===== src/rtl/sync_dncnt.sv =====
// Loadable down-counter / interval timer with one-shot and auto-reload modes.
// Optional registered Gray-coded count output enabled by SYNC_DNCNT_GRAY_EN.
module sync_dncnt #(
  parameter int WIDTH = 4
) (
  input  logic             clk,
  input  logic             rst,
  input  logic             en,
  input  logic             load,
  input  logic [WIDTH-1:0] load_val,
  input  logic             start,
  input  logic             mode,
  output logic [WIDTH-1:0] cnt,
  output logic             tc,
  output logic             busy,
  output logic             done
`ifdef SYNC_DNCNT_GRAY_EN
  ,
  output logic [WIDTH-1:0] cnt_gray
`endif
);

  typedef enum logic [1:0] {
    IDLE = 2'd0,
    RUN  = 2'd1,
    DONE = 2'd2
  } state_e;

  state_e           state_q, state_d;
  logic [WIDTH-1:0] cnt_q, cnt_d;
  logic [WIDTH-1:0] reload_q, reload_d;
  logic             tc_q, tc_d;

  always_comb begin
    // NOTE: every signal gets a hold/default value first so no path can infer a latch.
    state_d  = state_q;
    cnt_d    = cnt_q;
    reload_d = reload_q;
    tc_d     = 1'b0;

    if (load) begin
      reload_d = load_val;
      cnt_d    = load_val;
      state_d  = IDLE;
    end else if (start && state_q != RUN) begin
      if (reload_q == '0) begin
        cnt_d   = '0;
        tc_d    = 1'b1;
        state_d = DONE;
      end else begin
        cnt_d   = reload_q;
        state_d = RUN;
      end
    end else if (state_q == RUN && en) begin
      if (cnt_q == '0) begin
        // Auto-reload cycle: the period is reload+1 enabled cycles.
        cnt_d = reload_q;
      end else if (cnt_q == WIDTH'(1)) begin
        cnt_d = '0;
        tc_d  = 1'b1;
        if (!mode) state_d = DONE;
      end else begin
        cnt_d = cnt_q - WIDTH'(1);
      end
    end
  end

  // All state updates happen on the falling edge of clk.
  always_ff @(negedge clk) begin
    // NOTE: sequential state uses non-blocking assignments so every flop samples pre-edge values.
    if (!rst) begin
      state_q  <= IDLE;
      cnt_q    <= '0;
      reload_q <= '0;
      tc_q     <= 1'b0;
    end else begin
      state_q  <= state_d;
      cnt_q    <= cnt_d;
      reload_q <= reload_d;
      tc_q     <= tc_d;
    end
  end

  assign cnt  = cnt_q;
  assign tc   = tc_q;
  assign busy = (state_q == RUN);
  assign done = (state_q == DONE);

`ifdef SYNC_DNCNT_GRAY_EN
  logic [WIDTH-1:0] gray_q, gray_d;

  assign gray_d = cnt_d ^ (cnt_d >> 1);

  always_ff @(negedge clk) begin
    if (!rst) gray_q <= '0;
    else      gray_q <= gray_d;
  end

  assign cnt_gray = gray_q;
`endif

endmodule


===== config.mk =====
export PLATFORM = sky130hd
export DESIGN_NAME = sync_dncnt
export DESIGN_NICKNAME = d
export VERILOG_FILES = /design/src/rtl/sync_dncnt.sv
export SDC_FILE = /design/constraint.sdc
export NUM_CORES = 1
export LEC_CHECK = 0
export BUFFER_PORTS_ARGS = -buffer_cell sky130_fd_sc_hd__buf_2
export CORE_AREA = 2 2 39 41
export CTS_BUF_LIST = sky130_fd_sc_hd__clkbuf_4
export CTS_CLUSTER_DIAMETER = 50
export DETAILED_ROUTE_END_ITERATION = 10
export DIE_AREA = 0 0 41 43
export PLACE_DENSITY = 0.8
export SYNTH_ARGS = -nofsm -noshare
export SYNTH_HDL_FRONTEND = slang
export SYNTH_SLANG_ARGS = --single-unit
export TNS_END_PERCENT = 50

===== constraint.sdc =====
create_clock -name clk -period 1.85 [get_ports clk]
set_clock_uncertainty 0.2 [all_clocks]
set_input_delay 0.37 -clock clk [delete_from_list [all_inputs] [get_ports clk]]
set_output_delay 0.37 -clock clk [all_outputs]
set_load 0.005 [all_outputs]

==> summary.md, run 1 <==
| Metric | Value |
|---|---|
| Worst skew pair latency | roughly 0.35 ns |
| Worst path buffer plus inverter count | 2 |
| XOR/XNOR Fraction of Synth Area | roughly 2.8% |
| Top Ports | 17 |
| Largest fanout on the critical path | 4 |
| Hold Buf Count CTS | 0 |
| Vias in the first global route | between 600 and 700 |
| Hold path startpoint | reload_q[2] |
| DRT Wirelength | approximately 1500 um |
| Clock Sinks | 11 |
| Finish-stage setup viols | 14 |
| Data arrival, critical path | about 1.8 ns |
| Mapped Cells | 69 |
| Seq pwr share | around two fifths |
| Worst hold path endpoint | reload_q[2] |
| Residual DRC count | 0 |
| Nets | between 100 and 150 |
| Via density | between 5 and 6 |
| Synth top area share | a little over a third |
| CP delay by family, top | flip-flops |
| Avg Inst Size Synth | roughly 9.1 um2 |
| TritonCTS Buffers | 3 |
| FF-to-FF Start | cnt[0] |
| Worst Reg-to-Reg Cells | 7 |
| Die span in y | 43 um |
| Die W | 41 um |
| Final Hold Vio Count | 0 |
| Sw frac | a little over a third |
| YS warnings | 0 |
| Min setup slack post-route | -0.560 ns |
| Post-Synth Adder-Cell Area | under 10% |
| Util after Layout | around 64% |
| Type of the most critical hold path | reg2reg |
| Total GRT Usage | 19.6% |
| GPL Wtd Cong | ~0.84 |
| Synth top area cells | dfxtp_1 (35%), mux2i_1 (6.4%), o211ai_1 (4.8%) |
| Iter 0 DRT Violations | 8 |
| Total gr overflow | 0 |
| Cell internal pwr | ~0.45 mW |
| Gate power share | 24.9% |
| Register bit total from synthesis | 11 |
| Post-Synth Simple-Gate Area | 18.1% |
| Status | finished with violations |
| Routed Antenna Nets | 0 |
| First-pass GRT wire length | about 2400 um |
| Reg2Reg Setup Slack | about 0.01 ns |
| Switch Pwr | about 0.25 mW |
| CP cell instances | nand2b_4 -> inv_2 -> buf_6 |
| Drt wl/cell | about 13 um |
| Most frequent cells in the layout | inv_1 (15), buf_2 (14), buf_4 (8) |
| Drt pass-1 iters | 4 |
| DP HPWL | between 1000 and 1500 um |
| Hold path depth | 2 |
| Vias | between 600 and 700 |
| Least-Margin Pin Slew | 0.304 ns |
| Largest net degree at the start of global routing | 13 |
| Most common cell after layout, fill and taps aside | inv_1 |
| IO buf count | 16 |
| Max-slew violations | 0 |
| Largest family of logic cells by synthesized area | compound AO/OA/AOI/OAI gates |
| Path type of the worst setup path | reg2out |
| Synth Area in Compound Gates | roughly a quarter |
| Fin cells | between 100 and 150 |
| Row cnt | 14 |
| Slew margin rel. | 79.7% |
| Post-synth net total | 81 |
| Diodes inserted | 0 |
| Setup crit end kind | primary output |
| Clock transition at the registers of the reported paths | ~0.03 ns |
| Share of cells above drive strength 1 | a little over two fifths |
| CTS Root Cell | clkbuf_4 |
| Crit start category | flop |
| Initial core utilization | between 40% and 50% |
| DIE AREA | ~1800 um2 |
| CTS max path bufs | 2 |
| CTS tree | done |
| Sequential share of the synthesized area | between 30% and 40% |
| Core area | roughly 1400 um2 |
| Pre-CTS WS | -0.569 ns |
| Critical path's slowest cell | dfxtp_2 |
| Worst Path Required | between 1 and 1.5 ns |
| Maximum vdd drop | around 0.48 mV |
| Clk pwr share | 36.7% |
| Cell Pwr Density | about 800 nW/um2 |
| Largest stage delay, worst path | between 0.3 and 0.4 ns |
| RSZ-0062 raised after global routing | true |
| Failing checks | negative setup slack |
| Antenna violations before repair | 0 |
| Worst r2r dst | cnt[0] |
| Leak | approximately 0.46 nW |
| Synthesis-to-finish area growth | 41.4% |
| Synth area leader | dfxtp_1 |
| Max-cap violations | 0 |
| Multiplexer share of the synthesized area | ~6.4% |
| Synth Cell Area | ~630 um2 |
| CTS H-tree lvls | 1 |
| Cells after DPL | between 100 and 150 |
| Synth cell types | 34 |
[layer usage]
metal  part of all wire [%]  track usage (%)  vias to the layer above
met3                    3.9             6.81                        4
li1                       -                -                      325
met2                     51             30.3                       13
met1                     44             22.4                      285
met4                    1.1             10.7                        0
met5                      0                0                        -
[what timing repair did]
| item | CTS | global route |
|---|---|---|
| setup endpoints to repair | 14 | 15 |
| setup buffers | 1 | 0 |
| pin swaps | 1 | 0 |
| resized for setup | 5 | 5 |
[Yosys cell counts]
cell and number:
a211o_4 1, a21boi_1 1, a21o_1 1, a21oi_1 3
a221oi_1 2, a22o_1 1, a22oi_1 1, a31oi_1 2
and3b_1 1, buf_4 1, buf_6 1, clkbuf_1 1
dfxtp_1 11, ha_1 2, inv_1 4, inv_2 1
inv_4 1, mux2i_1 4, nand2_1 6, nand2b_1 1
nand3_2 2, nand4b_1 1, nor2_1 1, nor2b_1 4
nor3_1 1, o211ai_1 4, o21ai_0 1, o21ai_1 1
o21ba_1 1, o221ai_1 1, o22ai_1 2, or2_2 1
or4_1 1, xor2_1 2
[how the worst max path moves through the flow]
| stage | startpoint | to | slack (ns) | cells after the start |
|---|---|---|---|---|
| final | state_q[1] | busy | -0.56 | 3 |
| after CTS | state_q[1] | busy | -0.57 | 3 |
| after floorplan | en | cnt[3] | -0.41 | 4 |
| after global placement | en | cnt[0] | -0.55 | 5 |
| after detailed placement | en | cnt[3] | -0.57 | 5 |
| after global routing | state_q[1] | done | -0.61 | 2 |
[sequential cells by signal, indices dropped and copies added, names as in the netlist]
register,cells
cnt,4
reload_q,4
state_q,2
tc,1
[power groups by stage]
stage	clock (mW)	combinational [mW]	sequential, mW
floorplan	0.0399	0.0996	0.274
global placement	0.0399	0.155	0.269
detailed placement	0.0399	0.158	0.269
CTS	0.262	0.165	0.267
global route	0.294	0.193	0.270
finish	0.257	0.174	0.269
[area by class of cell]
type	count	area (um2)
flip-flops and latches	11	228
clock buffers	3	22.5
fillers	113	494
multi-input cells	49	389
repair buffers	25	164
inverters	5	21.3
well taps	16	20.0
clock inverters	12	45.0
[cell families after synthesis]
| group | Yosys count |
|---|---|
| AOI/OAI and AO/OA | 22 |
| xor gates and xnor gates | 2 |
| adders and majority gates | 2 |
| buffers and inverters | 9 |
| DFF | 11 |
| muxes | 4 |
| and+or+nand+nor | 19 |
[worst min-delay path, cell delays in order, from the launching register on]
cell and delay [ns]:
dfxtp_1 0.31, nand2_1 0.06, a21boi_1 0.05
[stage by stage]
step	setup TNS (ns)	instance area [um2]	hold WS, ns	total power, mW
after floorplan	-3.06	653	0.251	0.414
after global placement	-5.20	783	0.277	0.464
after detailed placement	-5.41	783	0.273	0.467
after CTS	-4.20	868	0.280	0.695
after global routing	-4.73	890	0.308	0.756
final	-4.22	890	0.283	0.700
(Power assumes the default switching activity.)
==> run 2, diff against run 1 <==
--- a/config.mk
+++ b/config.mk
@@ -5,13 +5,14 @@
 export SDC_FILE = /design/constraint.sdc
 export NUM_CORES = 1
 export LEC_CHECK = 0
+export ABC_AREA = 1
 export BUFFER_PORTS_ARGS = -buffer_cell sky130_fd_sc_hd__buf_2
 export CORE_AREA = 2 2 39 41
 export CTS_BUF_LIST = sky130_fd_sc_hd__clkbuf_4
 export CTS_CLUSTER_DIAMETER = 50
 export DETAILED_ROUTE_END_ITERATION = 10
 export DIE_AREA = 0 0 41 43
-export PLACE_DENSITY = 0.8
+export PLACE_DENSITY = 0.79
 export SYNTH_ARGS = -nofsm -noshare
 export SYNTH_HDL_FRONTEND = slang
 export SYNTH_SLANG_ARGS = --single-unit
==> summary.md, run 2 <==
| Metric | Value |
|---|---|
| DRT Wirelength | 1570 um (+3.8%) |
| TritonCTS Buffers | 3 (unchanged) |
| CTS tree | done |
| Mapped Cells | 94 (+36%) |
| CTS H-tree lvls | 1 (unchanged) |
| Die W | 41 um (unchanged) |
| Synthesis-to-finish area growth | 57.4% |
| Avg Inst Size Synth | 6.59 um2 (-28%) |
| Clk pwr share | 34.5% (-2.2 points) |
| Path type of the worst setup path | reg2out |
| Synth Cell Area | 619 um2 (-1.6%) |
| Antenna violations before repair | 0 (unchanged) |
| Least-Margin Pin Slew | 0.291 ns (-0.0137 ns) |
| IO buf count | 16 (unchanged) |
| Setup TNS | -3.19 ns (+1.03 ns) |
| Gate power share | 27.6% (+2.7 points) |
| Worst skew pair latency | 0.33 ns (-0.02 ns) |
| Primary FF master, synth | dfxtp_1 |
| Data arrival, critical path | 1.80 ns (-0.04 ns) |
| Hold slack | 0.288 ns (+0.00500 ns) |
| Sw frac | 35.2% (+0.080 points) |
| Setup crit end kind | primary output |
| Cell Pwr Density | 717 nW/um2 (-8.9%) |
| Type of the most critical hold path | reg2reg |
| Filler cell count in the final layout | 133 (+18%) |
| Cell internal pwr | 0.453 mW (-0.27%) |
| Drt wl/cell | 10.3 um (-18%) |
| Final Hold Vio Count | 0 (unchanged) |
| Synth cell types | 19 (-44%) |
| Max-cap violations | 0 (unchanged) |
| Register bit total from synthesis | 11 (unchanged) |
| CP cell instances | inv_4 -> nor2_4 -> buf_2 |
| Core area | 1380 um2 (unchanged) |
| Most common cell after layout, fill and taps aside | inv_1 |
| Clock transition at the registers of the reported paths | 0.03 ns (about the same) |
| Maximum vdd drop | 0.392 mV (-18%) |
| Largest fanout on the critical path | 3 (-1) |
| Most frequent cells in the layout | inv_1 (21), buf_2 (15), nand2_1 (13), buf_4 (13), nor2_1 (12) |
| Vias in the first global route | 672 (+2.0%) |
| FF/Latch Area | 233 um2 (+2.2%) |
| Total GRT Usage | 20.8% (+1.2 points) |
| Synth area leader | dfxtp_1 |
| Seq pwr share | 38.0% (-0.4 points) |
| Sequential share of the synthesized area | 35.6% (+0.57 points) |
| Switch Pwr | 0.246 mW (about the same) |
| Fin cells | 153 (+26%) |
| Status | finished with violations |
| Synth top area cells | dfxtp_1 (36%), nor2_1 (10%), inv_1 (8.5%) |
| CTS max path bufs | 2 (unchanged) |
| GPL Wtd Cong | 0.822 (-2.0%) |
| Post-synth top cells | nor2_1 (17), inv_1 (14), nand2_1 (14) |
| First-pass GRT wire length | 2480 um (+2.6%) |
| Routed Antenna Nets | 0 (unchanged) |
| DP HPWL | 1220 um (+17%) |
| YS warnings | 0 (unchanged) |
| Worst Path Required | 1.28 ns (about the same) |
| Ys async rst share | 0% (unchanged) |
| Die span in y | 43 um (unchanged) |
| Total gr overflow | 0 (unchanged) |
| RSZ-0062 raised after global routing | true |
| Top-count cell post-synth | nor2_1 |
| Post-synth net total | 106 (+31%) |
| Cells after DPL | 138 (+30%) |
| Residual DRC count | 0 (unchanged) |
| Leak | 0.505 nW (+9.4%) |
| Slew margin rel. | 80.6% (+0.84 points) |
| Min setup slack post-route | -0.523 ns (+0.0365 ns) |
| Row cnt | 14 (unchanged) |
| CP delay by family, top | flip-flops |
| DIE AREA | 1760 um2 (unchanged) |
| Via density | 4.83 (-6.8%) |
| CTS Root Cell | clkbuf_4 |
| Share of cells above drive strength 1 | 40.9% (-2.0 points) |
| Largest net degree at the start of global routing | 11 (-2) |
| Critical path's slowest cell | dfxtp_4 |
| Top Ports | 17 (unchanged) |
| Nets | 150 (+27%) |
| Failing checks | negative setup slack |
| Finish-stage setup viols | 13 (-1) |
| Vias | 739 (+18%) |
| Clock Sinks | 11 (unchanged) |
| Drt pass-1 iters | 4 (unchanged) |
| Synth top area share | 35.6% (+0.57 points) |
| Iter 0 DRT Violations | 18 (+10) |
| Initial core utilization | 44.8% (-0.72 points) |
| Diodes inserted | 0 (unchanged) |
| Crit start category | flop |
| Worst path buffer plus inverter count | 2 (unchanged) |
| Number of synthesized flops with an enable pin | 0 (unchanged) |
| Multi-input logic area | 398 um2 (+2.3%) |
| Max-slew violations | 0 (unchanged) |
| Largest stage delay, worst path | 0.35 ns (+0.02 ns) |
## run 2: cell types whose count changed after synthesis, moves of 2 or more
cell      previous run  this run
nand3_1              0         9
o21ai_1              1         6
nand2_1              6        14
nor2_1               1        17
o21ai_0              1         3
a31oi_1              2         0
a21oi_1              3         8
nor2b_1              4         0
a221oi_1             2         0
inv_1                4        14
o211ai_1             4         0
mux2i_1              4         0
## run 2: path summary, 6_finish.rpt
| path | from | slack, ns | depth (start not counted) | endpoint |
|---|---|---|---|---|
| setup / recovery | state_q[0] | -0.52 | 3 | busy |
| hold reg to reg | reload_q[2] | 0.29 | 2 | reload_q[2] |
| setup reg to reg | cnt[1] | 0.28 | 9 | state_q[0] |
| hold / removal | reload_q[2] | 0.29 | 2 | reload_q[2] |
## run 2: final cells by class
class                           instances  share of cell area, %
Sequential cell                        11                   23.9
Clock buffer                            3                   2.31
Tap cell                               16                   2.05
Clock inverter                         12                   4.62
Multi-Input combinational cell         67                   40.8
Timing Repair Buffer                   30                   20.4
Inverter                               14                   5.91
## run 2: cells by family (layout without fill, tap and decap cells)
group                    Yosys count  in the layout  synth area share [%]
AO/OA/AOI/OAI                     19             19                  17.4
XOR/XNOR                           2              2                  2.83
adder cells (fa/ha/maj)            2              2                  4.04
buffers and inverters             16             59                  9.70
flip-flops                        11             11                  35.6
AND/OR/NAND/NOR                   44             44                  30.5
## run 2: metal layers
layer	GRT usage, %	vias to the layer above	part of all wire, %	routed length, um
met5	0	-	0	0
met4	12.0	0	1.5	24
met3	6.28	4	6.9	108
met2	35.3	23	50	791
met1	20.7	323	41	645
li1	-	389	-	-
## run 2: power by group through the flow
stage	clock network [mW]	logic [mW]	registers (mW)
6_report	0.241	0.193	0.265
5_1_grt	0.292	0.215	0.266
4_1_cts	0.253	0.184	0.265
3_5_place_dp	0.0398	0.180	0.266
3_3_place_gp	0.0398	0.178	0.266
2_1_floorplan	0.0398	0.109	0.273
## run 2: stage by stage
| stage | instance area (um2) | utilization (%) | power [mW] | worst slack (ns) |
|---|---|---|---|---|
| finish | 975 | 70.4 | 0.699 | -0.523 |
| floorplan | 693 | - | 0.421 | -0.163 |
| detailed placement | 866 | 62.6 | 0.486 | -0.376 |
| CTS | 948 | 68.5 | 0.703 | -0.538 |
| global placement | 866 | 62.6 | 0.483 | -0.365 |
| global route | 975 | 70.4 | 0.773 | -0.594 |
## run 2: what timing repair did
item | CTS | global route
cloned | 0 | 0
hold buffers | 0 | 0
setup buffers | 1 | 0
pin swaps | 4 | 0
setup endpoints to repair | 14 | 15
gates resized for setup | 7 | 6
## run 2: worst reg2reg max path, stage by stage (launching register included)
cell and delay [ns]:
dfxtp_2 0.31, buf_4 0.12, inv_1 0.08, ha_1 0.22, nand2_1 0.14, inv_1 0.08, nand2_1 0.05, nand3_1 0.11
nand2_1 0.06, a21oi_1 0.10
==> run 3, diff against run 2 <==
--- a/config.mk
+++ b/config.mk
@@ -7,12 +7,14 @@
 export LEC_CHECK = 0
 export ABC_AREA = 1
 export BUFFER_PORTS_ARGS = -buffer_cell sky130_fd_sc_hd__buf_2
-export CORE_AREA = 2 2 39 41
+export CELL_PAD_IN_SITES_DETAIL_PLACEMENT = 1
+export CELL_PAD_IN_SITES_GLOBAL_PLACEMENT = 2
+export CORE_MARGIN = 2
+export CORE_UTILIZATION = 27
 export CTS_BUF_LIST = sky130_fd_sc_hd__clkbuf_4
 export CTS_CLUSTER_DIAMETER = 50
 export DETAILED_ROUTE_END_ITERATION = 10
-export DIE_AREA = 0 0 41 43
-export PLACE_DENSITY = 0.79
+export PLACE_DENSITY = 0.85
 export SYNTH_ARGS = -nofsm -noshare
 export SYNTH_HDL_FRONTEND = slang
 export SYNTH_SLANG_ARGS = --single-unit
==> summary.md, run 3 (synthesis gave the netlist of run 2 again) <==
| Metric | Value |
|---|---|
| CTS H-tree lvls | 1 (unchanged) |
| FF/Latch Area | 233 um2 (unchanged) |
| Initial core utilization | 28.3% (-16 points) |
| Clock transition at the registers of the reported paths | 0.05 ns (+0.02 ns) |
| Cells after DPL | 151 (+9.4%) |
| GPL Wtd Cong | 0.754 (-8.3%) |
| Seq pwr share | 35.7% (-2.3 points) |
| CTS max path bufs | 2 (unchanged) |
| Largest fanout on the critical path | 3 (unchanged) |
| Gate power share | 29.0% (+1.4 points) |
| Cell internal pwr | 0.465 mW (+2.6%) |
| Pre-CTS WS | -0.440 ns (-0.0639 ns) |
| Share of cells above drive strength 1 | 43.7% (+2.8 points) |
| Die W | 51.9 um (+27%) |
| Core area | 2190 um2 (+58%) |
| Crit start category | flop |
| Most common cell after layout, fill and taps aside | inv_1 |
| Finish-stage setup viols | 13 (unchanged) |
| Sw frac | 37.3% (+2.2 points) |
| DRT Wirelength | 2000 um (+27%) |
| Crit path launch | state_q[0] |
| Max-slew violations | 0 (unchanged) |
| CP endpoint | busy |
| Least-Margin Pin Slew | 0.274 ns (-0.0161 ns) |
| Die span in y | 51.9 um (+21%) |
| First-pass GRT wire length | 3190 um (+28%) |
| RSZ-0062 raised after global routing | true |
| Total GRT Usage | 16.7% (-4.1 points) |
| Filler cell count in the final layout | 297 (+120%) |
| Routed Antenna Nets | 0 (unchanged) |
| Worst skew pair latency | 0.35 ns (+0.02 ns) |
| Clock Sinks | 11 (unchanged) |
| Top Ports | 17 (unchanged) |
| Nets | 155 (+3.3%) |
| Via density | 4.58 (-5.1%) |
| Cell Pwr Density | 716 nW/um2 (-0.21%) |
| Antenna violations before repair | 0 (unchanged) |
| IO buf count | 16 (unchanged) |
| Data arrival, critical path | 1.83 ns (+0.03 ns) |
| Row cnt | 17 (+3) |
| Worst Path Required | 1.28 ns (about the same) |
| Multi-input logic area | 402 um2 (+0.94%) |
| Worst Reg-to-Reg Cells | 8 (-1) |
| Type of the most critical hold path | reg2reg |
| Maximum vdd drop | 0.359 mV (-8.4%) |
| Drt pass-1 iters | 3 (-1) |
| Min setup slack post-route | -0.552 ns (-0.0285 ns) |
| Vias in the first global route | 796 (+18%) |
| Most frequent cells in the layout | inv_1 (21), buf_4 (18), nand2_1 (14), buf_2 (14), nor2_1 (11) |
| Slew margin rel. | 81.6% (+1.1 points) |
| Reg2Reg Setup Slack | 0.20 ns (-0.08 ns) |
| DP HPWL | 1480 um (+21%) |
| Final Hold Vio Count | 0 (unchanged) |
| Worst r2r dst | cnt[0] |
| Total gr overflow | 0 (unchanged) |
| Residual DRC count | 0 (unchanged) |
| Failing checks | negative setup slack |
| Iter 0 DRT Violations | 7 (-11) |
| Max-cap violations | 0 (unchanged) |
| Diodes inserted | 0 (unchanged) |
| CTS Root Cell | clkbuf_4 |
| Path type of the worst setup path | reg2out |
| Setup crit end kind | primary output |
| Leak | 0.530 nW (+5.0%) |
| Status | finished with violations |
| Switch Pwr | 0.277 mW (+13%) |
| TritonCTS Buffers | 3 (unchanged) |
| Vias | 779 (+5.4%) |
| FF-to-FF Start | state_q[0] |
| Drt wl/cell | 11.7 um (+14%) |
| Largest net degree at the start of global routing | 10 (-1) |
| Clk pwr share | 35.3% (+0.8 points) |
| Fin cells | 170 (+11%) |
| DIE AREA | 2690 um2 (+53%) |
| CTS tree | done |
| Synthesis-to-finish area growth | 67.5% |
| Hold slack | 0.298 ns (+0.0103 ns) |
run 3: cell count changes in the layout (fill, tap and decap cells not counted), sizes merged:
cell / change
buf: +5
run 3: layout make-up:
| type | count | share of cell area [%] |
|---|---|---|
| clock inverters | 12 | 4.34 |
| well taps | 28 | 3.38 |
| flip-flops and latches | 11 | 22.4 |
| clock buffers | 3 | 2.17 |
| repair buffers | 35 | 23.4 |
| multi-input cells | 67 | 38.7 |
| inverters | 14 | 5.55 |
run 3: through the flow:
step | TNS (ns) | power, mW | util, % | area (um2)
6_report | -3.40 | 0.742 | 47.3 | 1040
5_1_grt | -4.05 | 0.817 | 47.3 | 1040
4_1_cts | -3.43 | 0.744 | 44.9 | 985
3_5_place_dp | -4.65 | 0.496 | 40.5 | 888
3_3_place_gp | -4.45 | 0.491 | 40.5 | 888
2_1_floorplan | -1.65 | 0.421 | - | 693
run 3: worst max-delay path, cell delays in order, from the launching register on:
cell and delay [ns]:
dfxtp_4 0.36, inv_4 0.04, nor2_4 0.07, buf_2 0.11
run 3: worst min path at each step:
| stage | slack, ns | cells after the start | end | start |
|---|---|---|---|---|
| finish | 0.30 | 2 | reload_q[2] | reload_q[2] |
| global route | 0.30 | 2 | reload_q[2] | reload_q[2] |
| CTS | 0.30 | 2 | reload_q[2] | reload_q[2] |
| detailed placement | 0.29 | 2 | reload_q[2] | reload_q[2] |
| global placement | 0.28 | 2 | reload_q[3] | reload_q[3] |
| floorplan | 0.25 | 2 | reload_q[2] | reload_q[2] |
run 3: power by group through the flow:
| stage | clock [mW] | combinational (mW) | sequential, mW |
|---|---|---|---|
| detailed placement | 0.0398 | 0.190 | 0.266 |
| global route | 0.309 | 0.242 | 0.266 |
| finish | 0.262 | 0.215 | 0.265 |
| floorplan | 0.0398 | 0.109 | 0.273 |
| global placement | 0.0398 | 0.185 | 0.266 |
| CTS | 0.280 | 0.200 | 0.264 |
run 3: per-layer routing:
| metal | global-route usage [%] | share of wire [%] |
|---|---|---|
| met1 | 16.7 | 43 |
| met2 | 27.6 | 51 |
| met3 | 6.03 | 4.2 |
| met4 | 13.2 | 1.7 |
| met5 | 0 | 0 |
run 3: repair_timing:
action,4_1_cts,5_1_grt
hold buffers,0,0
setup endpoints to repair,13,16
gates resized for setup,8,9
buffers inserted,2,3
pin swaps,3,5
